`src/rtl/fifo_put_arbiter.sv`:
```
// Round-robin arbiter sharing one FIFO write port among NUM_REQ producers,
// with bursts capped at MAX_BURST beats per grant and a one-cycle arbitration bubble.
module fifo_put_arbiter #(
    parameter int NUM_REQ   = 4,
    parameter int WIDTH     = 32,
    parameter int MAX_BURST = 4,
    parameter int ID_W      = 2,
    parameter int CNT_W     = 3
) (
    input  logic                     clk,
    input  logic                     reset,
    input  logic [NUM_REQ-1:0]       req,
    input  logic [NUM_REQ*WIDTH-1:0] data_in,
    input  logic                     fifo_full,
    output logic [NUM_REQ-1:0]       ack,
    output logic [NUM_REQ-1:0]       grant,
    output logic                     fifo_put,
    output logic [WIDTH-1:0]         fifo_data,
    output logic [ID_W-1:0]          owner_id,
    output logic [CNT_W-1:0]         beat_cnt
);

    // Handshake: a producer holds req[i] and its word stable until ack[i] is seen
    // high at a rising edge; dropping req[i] without an ack withdraws the request.
    localparam logic [0:0] ST_IDLE = 1'b0;
    localparam logic [0:0] ST_BUSY = 1'b1;

    logic [0:0]      state_q, state_d;
    logic [ID_W-1:0] owner_q, owner_d;
    logic [ID_W-1:0] rr_q, rr_d;
    logic [CNT_W-1:0] cnt_q, cnt_d;
    logic [ID_W-1:0] pick;
    logic [ID_W-1:0] idx;
    logic            busy;
    logic            owner_req;
    logic            last_beat;

    assign busy      = (state_q == ST_BUSY);
    assign owner_req = req[owner_q];
    assign last_beat = (cnt_q == CNT_W'(MAX_BURST - 1));

    // Descending scan so the requester closest to rr_q overwrites the others.
    always_comb begin
        pick = rr_q;
        idx  = '0;
        for (int k = NUM_REQ - 1; k >= 0; k--) begin
            idx = ID_W'((int'(rr_q) + k) % NUM_REQ);
            if (req[idx]) begin
                pick = idx;
            end
        end
    end

    always_comb begin
        fifo_put  = busy & owner_req & ~fifo_full;
        grant     = busy ? (NUM_REQ'(1) << owner_q) : '0;
        ack       = fifo_put ? (NUM_REQ'(1) << owner_q) : '0;
        fifo_data = '0;
        for (int k = 0; k < NUM_REQ; k++) begin
            if (busy && (owner_q == ID_W'(k))) begin
                fifo_data = data_in[k*WIDTH +: WIDTH];
            end
        end
    end

    always_comb begin
        state_d = state_q;
        owner_d = owner_q;
        rr_d    = rr_q;
        cnt_d   = cnt_q;
        case (state_q)
            ST_IDLE: begin
                if (req != '0) begin
                    state_d = ST_BUSY;
                    owner_d = pick;
                    cnt_d   = '0;
                end
            end
            ST_BUSY: begin
                if (!owner_req || (fifo_put && last_beat)) begin
                    state_d = ST_IDLE;
                    cnt_d   = '0;
                    rr_d    = (owner_q == ID_W'(NUM_REQ - 1)) ? '0 : owner_q + ID_W'(1);
                end else if (fifo_put) begin
                    cnt_d = cnt_q + CNT_W'(1);
                end
            end
            default: begin
                state_d = ST_IDLE;
                cnt_d   = '0;
            end
        endcase
    end

    always_ff @(posedge clk or negedge reset) begin
        if (!reset) begin
            state_q <= ST_IDLE;
            owner_q <= '0;
            rr_q    <= '0;
            cnt_q   <= '0;
        end else begin
            state_q <= state_d;
            owner_q <= owner_d;
            rr_q    <= rr_d;
            cnt_q   <= cnt_d;
        end
    end

    assign owner_id = owner_q;
    assign beat_cnt = cnt_q;

endmodule
```
`config.mk`:
```
export PLATFORM = sky130hd
export DESIGN_NAME = fifo_put_arbiter
export DESIGN_NICKNAME = d
export VERILOG_FILES = /design/src/rtl/fifo_put_arbiter.sv
export SDC_FILE = /design/constraint.sdc
export NUM_CORES = 1
export LEC_CHECK = 0
export ABC_AREA = 1
export CAP_MARGIN = 20
export CORE_MARGIN = 2
export CORE_UTILIZATION = 32
export DETAILED_ROUTE_END_ITERATION = 10
export HOLD_SLACK_MARGIN = 0.1
export PLACE_DENSITY = 0.88
export SETUP_SLACK_MARGIN = 0.1
export SYNTH_ARGS = -nofsm -noshare
export SYNTH_HDL_FRONTEND = slang
export SYNTH_SLANG_ARGS = --single-unit
```
`constraint.sdc`:
```
create_clock -name clk -period 3.3 [get_ports clk]
set_clock_uncertainty 0.2 [all_clocks]
set_input_delay 0.66 -clock clk [delete_from_list [all_inputs] [get_ports clk]]
set_output_delay 0.66 -clock clk [all_outputs]
set_load 0.005 [all_outputs]
```
After elaboration in Yosys (flattened, before gate mapping) --
Cells that the tools add are included.
Cells by class: shift-type cells 1, magnitude comparators 5, equal/unequal tests 6, $add $sub $neg 5, reductions and logical operators 12, mux-type cells 28, bitwise gates (word level) 4
Operators with widths (count):
- $mux W32 | 4
- $lt A2 B3 Y1 const B | 5
- $bmux W1 S2 | 5
- $mux W2 | 5
- $mux W3 | 3
- $mux W4 | 2
- $mux W1 | 7
- $pmux W3 S2 | 1
- $reduce_and A2 Y1 | 3
- $logic_and A1 B1 Y1 | 5
- $add A2 B1 Y2 const B | 2
- $add A2 B2 Y2 const B | 2
- $eq A2 B2 Y1 const B | 2
- $reduce_bool A4 Y1 | 1
- $shl A1 B2 Y4 const A | 1
- $add A3 B1 Y3 const B | 1
- $eq A3 B2 Y1 const B | 1
- $ne A3 B2 Y1 const B | 1
- $and A1 B1 Y1 | 2
- $eq A2 B1 Y1 const B | 1
- $logic_not A2 Y1 | 1
- $ne A2 B2 Y1 const B | 1
- $not A1 Y1 | 2
- $pmux W1 S2 | 1
- 2 further kinds | 2
Storage, ports and cells: logic and storage cells 65, output and inout port bits 46, flip-flop bits (word level) 8, input port bits 135

Depth between registers and ports, before layout --
Gate-level depths: netlist of run 1.
depth in word-level cells 8, depth in mapped cells 12, mapped depth without buffers 12

Worst setup path before layout of run 1 --
Ideal clock, no wire load.
kind register to output, from register owner_q[1], in the netlist owner_id[1], to output port fifo_data[10], path slack 1.033 ns, cell stages (with the launch flop) 10, data arrival time 1.407 ns, buffers on the path 1, data required time 2.440 ns, cells stage by stage dfrtp_1 > inv_1 > ha_1 > nand2_1 > inv_2 > buf_4 > nand2_1 > nand3_1 > o21ai_0 > o21ai_1
On the way: cells in the longest elaborated chain, start to end 6, elaborated cells on any way between the ends 12, classes of those cells eq/ne: 3; mux: 4; reduce/logical: 5
Ends and longest elaborated chain:
- start, declared | RTL line 29 | logic [ID_W-1:0] owner_q, owner_d;
- start signal, assigned | RTL line 103 | owner_q <= owner_d;
- $logic_not A2 Y1 | RTL line 60 | if (busy && (owner_q == ID_W'(k))) begin
- $logic_and A1 B1 Y1 | RTL line 60
- $mux W32 (3 in series) | RTL line 60
- $mux W32 (*) | RTL line 60
- end, declared | RTL line 18 | output logic [WIDTH-1:0] fifo_data,
Mark *: on every way between the ends. The rest lies on a longest branch, timed or not.

Final worst setup path of run 1 --
from register owner_q[0], in the netlist owner_id[0], to output port fifo_data[13]
Same word-level chain as after synthesis.

==> reports/qor.csv, run 1 <==
stage;metric;value;unit
global_routing;busiest_layer;met2;
setup_path;crit_arrival;2320;ps
detailed_routing;drtIter0Drc;125;
setup_path;r2r_cells;12;
power_and_ir_drop;cellPowerDensity;737.9;nW/µm²
cells_and_area;final_core_util;70.49;%
power_and_ir_drop;p_int;0.001564;W
sta;tns;0;ps
setup_path;cpMaxStageDelayCell;clkdlybuf4s50_1;
cts;cts_max_level;1;
synthesis;ys_async_sr_fraction;100.0;%
cts;clk_latency;230;ps
setup_path;cp-end-kind;output port;
sta;slew_violations;0;
floorplanning;die_width;78.28;µm
cells_and_area;num_antenna_cells;0;
power_and_ir_drop;switching_share;44.37;%
sta;relSlewSlack;72.45;%
cells_and_area;nFillCells;455;
sta;period_share;96.36;%
setup_path;reg2reg_from;rr_q[0];
placement;numPortBuffers;180;
global_routing;grt.total_usage;24.23;%
synthesis;synthesis.area;1765;µm²
hold_path;hold_class;reg -> reg;
power_and_ir_drop;peakVddDrop;0.4886;mV
cts;clock_path_buffers;2;
detailed_routing;ant_nets;0;
global_routing;grt_max_degree;66;
power_and_ir_drop;seq_power_share;7.9;%
floorplanning;io_pins;181;
sta;hold_viol;0;
hold_path;hold_path_depth;1;
global_routing;grt_pass1_wl;12170;µm
detailed_routing;vias;2874;
power_and_ir_drop;combPwrFrac;87.8;%
sta;finalSetupViolCount;0;
detailed_routing;postRouteWirelength;8474;µm
placement;place.gp.congestion;0.8507;
sta;fmax;314.5;MHz
global_routing;gr-usage-met3;4.943;%
cts;cts_tree;built;
cells_and_area;area.growth.synth_to_final;115.8;%
flow_run;drv_cap;0;
global_routing;grt_pass1_vias;2612;
placement;dp_hpwl;5922;µm
hold_path;min_from;beat_cnt[0];
floorplanning;die_area;6127;µm²
synthesis;synthesis.nets;478;
synthesis;syn_area_per_cell;5.239;µm²
setup_path;r2r-end;owner_id[0];
power_and_ir_drop;p_leak;1.726;nW
cts;path_clk_slew;40;ps
detailed_routing;avgViaCountPerCell;4.921;
floorplanning;die-height;78.28;µm
synthesis;synth_edf_count;0;
setup_path;crit_type;reg -> out;
synthesis;synth_ff_type;dfrtp_1;
setup_path;cp_slowest_stage_delay;530;ps
power_and_ir_drop;p_clk_share;4.3;%
setup_path;critPathLaunchType;flip-flop;
sta;timing.hold.ws;318.0;ps
cts;ctsHoldBuffers;0;
cells_and_area;final_nets;655;
global_routing;grt-ovfl-total;0;
global_routing;antenna_found_initial;0;
placement;dp_cells;571;
detailed_routing;drtPass1Iterations;4;
setup_path;regToRegSetupSlack;1460;ps
floorplanning;core;5405;µm²
cells_and_area;drive_gt1_share;7.422;%
power_and_ir_drop;p_sw;0.001247;W
cts;clock-sinks;8;
cells_and_area;final_cells;584;
detailed_routing;routedWlPerCell;14.51;µm
status;run_status;finished, final reports clean;
detailed_routing;remaining_drc_errors;0;
synthesis;synth_seq_area_share;11.34;%
synthesis;syn_inst;337;
synthesis;synth_cell_types;22;
cts;cts_buffers;3;
sta;rsz0062_at_grt;yes;
floorplanning;rows;27;
sta;tightest_slew;411.9;ps
synthesis;ys_ff_latch;8;
global_routing;use_met2;45.43;%
power_and_ir_drop;power;0.002811;W
floorplanning;start_util;32.66;%
setup_path;cp_data_required_time;2440;ps
hold_path;holdPathEnd;beat_cnt[0];
setup_path;path_cells;buf_4, ha_4, nor2_4, buf_12, nand2_1, nand3_1, o21ai_0, o21ai_1, clkdlybuf4s50_1;
setup_path;critPathMaxFanout;8;
global_routing;use_met1;26.99;%
cts;cts-root-buf;clkbuf_8;
synthesis;ys_warn_count;0;
sta;period_needed;3180;ps
-- metrics by stage --
stage,worst slack (ps),instance area [µm²]
after floorplan,1033,1765
after global placement,281.2,3591
after detailed placement,230.7,3591
after CTS,100.4,3638
after global routing,24.23,3810
final,120.1,3810
-- cells in the final DEF (no fill, tap or decap), drive strengths merged --
cell type / netlist / final
clkdlybuf4s50: 0 / 173
nand2: 148 / 148
o21ai: 70 / 70
nand3: 44 / 44
inv: 26 / 26
buf: 18 / 11
nor2: 9 / 9
dfrtp: 8 / 8
dlymetal6s2s: 0 / 7
ha: 6 / 6
clkbuf: 4 / 6
o21bai: 1 / 1
nand4: 1 / 1
o211ai: 1 / 1
a31oi: 1 / 1
-- state kept, by name, summed over array words and instances, names as in the netlist --
| name | cells |
|---|---|
| busy | 1 |
| beat_cnt | 3 |
| rr_q | 2 |
| owner_id | 2 |
-- logic make-up (layout without fill, tap and decap cells) --
group                      count (synthesis)  after routing  synth area share [%]
and+or+nand+nor                          202            202                 48.90
AOI/OAI and AO/OA                         73             73                 21.69
buffers and inverters                     48            223                 13.82
DFF                                        8              8                 11.34
adders and majority gates                  6              6                 4.252
-- power groups by stage --
| stage | registers [W] | clock network [W] | logic (W) |
|---|---|---|---|
| after floorplan | 0.000176 | 0 | 0.00121 |
| after global placement | 0.000216 | 0 | 0.00218 |
| after detailed placement | 0.000219 | 0 | 0.00224 |
| after CTS | 0.000222 | 0.000122 | 0.00226 |
| after global routing | 0.000230 | 0.000131 | 0.00272 |
| final | 0.000222 | 0.000122 | 0.00247 |
-- per-layer routing --
metal	part of all wire, %	up-vias
met5	0	-
met4	3.2	0
met3	7.5	28
met2	50	141
met1	39	1258
li1	-	1447
-- synth_stat cells, types with 3 or more instances --
cell     instances  area share, %
nand2_1        143             30
nand3_1         42             12
o21ai_1         42             12
o21ai_0         28            7.9
inv_1           21            4.5
buf_4            8            3.4
dfrtp_1          8             11
buf_2            7            2.0
nor2_1           7            1.5
ha_1             6            4.3
inv_2            5            1.1
buf_6            3            1.9
nand2_2          3            1.1
-- critical path: cells and delay by family (launching register included) --
family	cells	cell delay (ps)
buffers and inverters	3	860
AOI/OAI and AO/OA	2	300
adders and majority gates	1	170
and+or+nand+nor	3	320
DFF	1	440
-- area by class of cell --
class	count	area, µm²	area share [%]
Timing Repair Buffer	194	2027	53.20
Inverter	26	102.6	2.693
Clock buffer	3	41.29	1.084
Sequential cell	8	202.7	5.320
Multi-Input combinational cell	281	1346	35.34
Tap cell	72	90.09	2.365
-- worst max path at each step --
| stage | to | slack, ps | start |
|---|---|---|---|
| floorplan | fifo_data[10] | 1030 | owner_id[1] |
| global placement | ack[2] | 280 | req[3] |
| detailed placement | ack[0] | 230 | req[0] |
| CTS | fifo_data[13] | 100 | owner_id[0] |
| global route | fifo_data[6] | 20 | owner_id[0] |
| finish | fifo_data[13] | 120 | owner_id[0] |
-- timing repair --
action                                  in CTS  in global routing
buffers inserted                             0                  7
cloned                                       0                  3
endpoints found under the setup margin      24                 32
pin swaps                                    0                  2
gates resized for setup                      4                 14
(Power assumes the default switching activity.)
==> run 2, diff against run 1 <==
Settings changed: CTS_CLUSTER_DIAMETER set to 150.
==> results of run 2 <==
Same layout as run 1: the final DEF is identical, and so are final timing and power.
==> run 3, diff against run 2 <==
Settings changed: ABC_CLOCK_PERIOD_IN_PS set to 3300.
==> results of run 3 <==
Same layout as run 1: the final DEF is identical, and so are final timing and power.
==> patch 1: new RTL, settings of run 3 <==
Reset style: synchronous (`reset`), changed in one clocked block.
--- a/src/rtl/fifo_put_arbiter.sv
+++ b/src/rtl/fifo_put_arbiter.sv
@@ -94,3 +94,3 @@
 
-    always_ff @(posedge clk or negedge reset) begin
+    always_ff @(posedge clk) begin
         if (!reset) begin
Formal check against the unedited RTL: differs if reset is asserted again (counterexample within 4 cycles, from zero or initial values and one cycle with reset low); with reset held inactive, the same outputs for 4 cycles.
==> patch 1 against run 3 <==
- register-to-register slack better by 0.09 ns
- worst setup slack better by 0.097 ns
- critical path depth down 1
- sequential cell count unchanged
- synthesized area down 5.4%
- cell area down 3.3%
- wire length down 3.7%
- die area down 5.1%
- critical endpoint is now ack[2]
- largest cell class unchanged
Power is not compared: it rests on default switching activity, and its combinational part moved more than twofold at a synthesized area within 25%.
==> patch 1: results <==
[synth]
ys_warn_count = 0
synth-seq-area-share = 0.0959
synth_fp_nets = 473
yosysTopAreaCell = "nand2_1"
ys_dominant_reg_cell = "dfxtp_1"
synth_area_leaders = "nand2_1 29%, nand3_1 12%, o21ai_0 12%"
synth.top_cells.by_count = "127 x nand2_1, 41 x nand3_1, 39 x o21ai_0, 31 x o21ai_1, 23 x inv_1"
ys_types = 26
synth.avg_cell_area_sq_um = 5.03
ys_async_sr_fraction = 0

[finish]
largest_reg_flops = 3
diodes = 0
layout-drive-gt1-share = 0.0518
fin_nets = 645

[power_and_ir_drop]
max-vdd-ir-drop_uv = 264
p_leak_nw = 2.01

[clocking]
root_buffer = "clkbuf_8"
postCtsSetupBuffers = 0
cts_htree_levels = 1
clk_latency_ns = 0.24
cts_buffer_depth = 2
clk_pin_slew_ns = 0.04
cts_made_buffers = 3

[worst_setup_path]
rrSetupSlack_ns = 1.55
reg2reg_from = "beat_cnt[0]$_SDFFE_PN0P_"
cp_max_fo = 4
arrival_ns = 2.22
r2r_cells = 7
r2r-end = "rr_q[1]$_SDFFE_PN0P_"

[placed_design]
place_hpwl_mm = 6.34
io_buffers = 180
placed_cells = 569
pre_cts_ws_ns = 0.163
gp_congestion = 0.909

[min_path]
min_to = "beat_cnt[2]$_SDFFE_PN0P_"
min_from = "beat_cnt[2]$_SDFFE_PN0P_"
hp-class = "flop to flop"
whs_path_depth = 2

[routing]
viasPerCell = 4.92
vias = 2817
drtIter0Drc = 148
first_pass_iters = 5
drt-total-wl_mm = 8.16

[grt]
grt_max_degree = 66
grt_pass1_vias = 2673
antenna_found_initial = 0
grt_pass1_wl_mm = 12.8
grt_util_all_layers = 0.263

[job]
cap_violations = 0

[sta]
slew_headroom = 0.750

[run_status]
status = "finished, final reports clean"
[patch 1: changes by cell type after synthesis, sizes merged, moves of 3 or more]
cell,change
a21oi,+9
buf,-3
clkbuf,+3
dfrtp,-8
dfxtp,+8
nand2,-19
[patch 1: area by class of cell]
cell class | count | area (sq um)
timing repair buffer | 189 | 1990
multi-input combinational | 275 | 1300
tap | 70 | 87.6
inverter | 27 | 106
fill | 447 | 1390
sequential | 8 | 160
clock buffer | 3 | 41.3
[patch 1: logic make-up (layout without fill, tap and decap cells)]
logic type / count (synthesis) / in the layout / synth area share
compound gates: 81 / 81 / 0.247
xor+xnor: 2 / 2 / 0.0105
fa+ha+maj: 6 / 6 / 0.0449
buf+inv: 49 / 219 / 0.128
flops: 8 / 8 / 0.0959
simple gates: 186 / 186 / 0.473
[patch 1: power breakdown]
| part | internal, W | leakage [nW] | switching, W |
|---|---|---|---|
| Combinational | 0.000464 | 1.92 | 0.000363 |
| Sequential | 0.000110 | 0.0656 | 0.0000197 |
| Clock | 0.0000795 | 0.0216 | 0.0000435 |
| Total | 0.000654 | 2.01 | 0.000427 |
[patch 1: what timing repair did]
action,CTS,global route
hold buffers,0,0
setup endpoints to repair,3,36
pin swaps,0,0
gates resized for setup,1,35
[patch 1: worst max path at each step]
stage	slack [ns]	from	endpoint	cells after the start
after detailed placement	0.16	req[0]	ack[3]	8
after floorplan	1.02	owner_id[0]$_SDFFE_PN0P_	fifo_data[0]	7
after global placement	0.20	req[0]	ack[3]	8
after global routing	0.10	req[0]	ack[0]	8
after CTS	0.08	owner_id[0]$_SDFFE_PN0P_	fifo_data[14]	11
final	0.22	req[0]	ack[2]	8
[patch 1: metal layers]
layer	vias up	track usage	routed length (microns)
met5	-	0	0
met4	0	0.0836	223
met3	21	0.0581	627
met2	140	0.485	4100
met1	1231	0.300	3210
li1	1425	-	-
[patch 1: worst max-delay path: stages]
cell,delay (ns)
clkdlybuf4s50_1,0.51
nand2_1,0.09
nand3_2,0.07
nand2_2,0.08
nor3_4,0.14
inv_2,0.08
nor2_1,0.09
clkdlybuf4s50_1,0.50
[patch 1: metrics by stage]
stage / area (sq um) / hold WS [ns] / util / total power (W)
2_1_floorplan: 1670 / 0.271 / - / 0.000503
3_3_place_gp: 3550 / 0.269 / 0.700 / 0.000966
3_5_place_dp: 3550 / 0.279 / 0.700 / 0.000984
4_1_cts: 3600 / 0.285 / 0.709 / 0.00111
5_1_grt: 3680 / 0.317 / 0.726 / 0.00117
6_report: 3680 / 0.292 / 0.726 / 0.00108
==> patch 2: new RTL, settings of run 3 <==
Without the edit above. Set the parameter `WIDTH` to 40 (it was 32).
--- a/src/rtl/fifo_put_arbiter.sv
+++ b/src/rtl/fifo_put_arbiter.sv
@@ -4,3 +4,3 @@
     parameter int NUM_REQ   = 4,
-    parameter int WIDTH     = 32,
+    parameter int WIDTH     = 40,
     parameter int MAX_BURST = 4,
Interface: changed (resized data_in and fifo_data); port bits go from 181 to 221. The function was not compared with the original's and may differ.
==> patch 2 against run 3 <==
- worst setup slack got worse by 0.015 ns
- cell area up 18%
- die area rose by 12%
- sequential cell count unchanged
- power is 13% higher
- wire length grew 32%
- synthesized area is 12% higher
- largest cell class unchanged
==> patch 2: results <==
[worst_setup_path]
arrival_ns = 2.34
rrSetupSlack_ns = 1.48

[synth]
synth_area_leaders = "nand2_1 32%, o21ai_1 14%, nand3_1 13%"
synthesis.instances = 389
synth_compound_area_frac = 0.233
synth_fp_nets = 562
synth-seq-area-share = 0.101
ys_types = 21
synth.top_cells.by_count = "167 x nand2_1, 55 x o21ai_1, 50 x nand3_1, 31 x o21ai_0, 20 x inv_1"

[finish]
nFillCells = 456
syn_to_final_growth_pct = 127
layout-drive-gt1-share = 0.0728

[power_and_ir_drop]
p_leak_nw = 2.32
max-vdd-ir-drop_uv = 540

[placed_design]
placed_cells = 666
place_hpwl_mm = 8.46
io_buffers = 220
gp_congestion = 0.994
dpl_cell_area_sq_um = 4240
pre_cts_ws_ns = 0.161

[sta]
worst_slack_ns = 0.105
slew_headroom = 0.730
holdWs_ns = 0.319

[routing]
drtIter0Drc = 202
drt-wirelength-per-cell_microns = 16.5
drt-total-wl_mm = 11.2
first_pass_iters = 5
viasPerCell = 5.04

[grt]
grt_util_all_layers = 0.285

[run_status]
status = "finished, final reports clean"
[patch 2: worst paths after layout]
path,cells after the start,endpoint,startpoint
min in group asynchronous,1,beat_cnt[1]$_DFFE_PN0P_,reset
setup reg to reg,12,owner_id[0]$_DFFE_PN0P_,rr_q[0]$_DFFE_PN0P_
hold reg to reg,1,beat_cnt[0]$_DFFE_PN0P_,beat_cnt[0]$_DFFE_PN0P_
setup / recovery,8,ack[2],req[3]
hold / removal,1,beat_cnt[0]$_DFFE_PN0P_,beat_cnt[0]$_DFFE_PN0P_
max in group asynchronous,1,owner_id[0]$_DFFE_PN0P_,reset
[patch 2: layout make-up]
cell class / count / area share
timing repair buffer: 238 / 0.558
multi-input combinational: 329 / 0.344
sequential: 8 / 0.0450
inverter: 26 / 0.0222
tap: 75 / 0.0208
clock buffer: 3 / 0.00916
[patch 2: kinds of logic after synthesis]
family	count (synthesis)
compound gates	89
buf+inv	52
simple gates	234
fa+ha+maj	6
flops	8
[patch 2: per-layer routing]
metal	share of wire	track usage	up-vias
met5	0	0	-
met4	0.033	0.115	0
met3	0.096	0.0844	36
met2	0.50	0.500	179
met1	0.37	0.322	1501
li1	-	-	1706
[patch 2: power groups by stage]
stage	Clock, W	Combinational (W)	Sequential (W)
floorplan	0	0.00139	0.000176
global placement	0	0.00263	0.000210
CTS	0.000119	0.00272	0.000220
finish	0.000121	0.00284	0.000224
global route	0.000125	0.00310	0.000232
detailed placement	0	0.00269	0.000218
[patch 2: what timing repair did]
item                                    CTS  global route
gates resized for setup                   7            39
hold endpoints to repair                  0             0
endpoints found under the setup margin   33            41
buffers inserted                          1             7
pin swaps                                 2             2
cloned                                    0             2
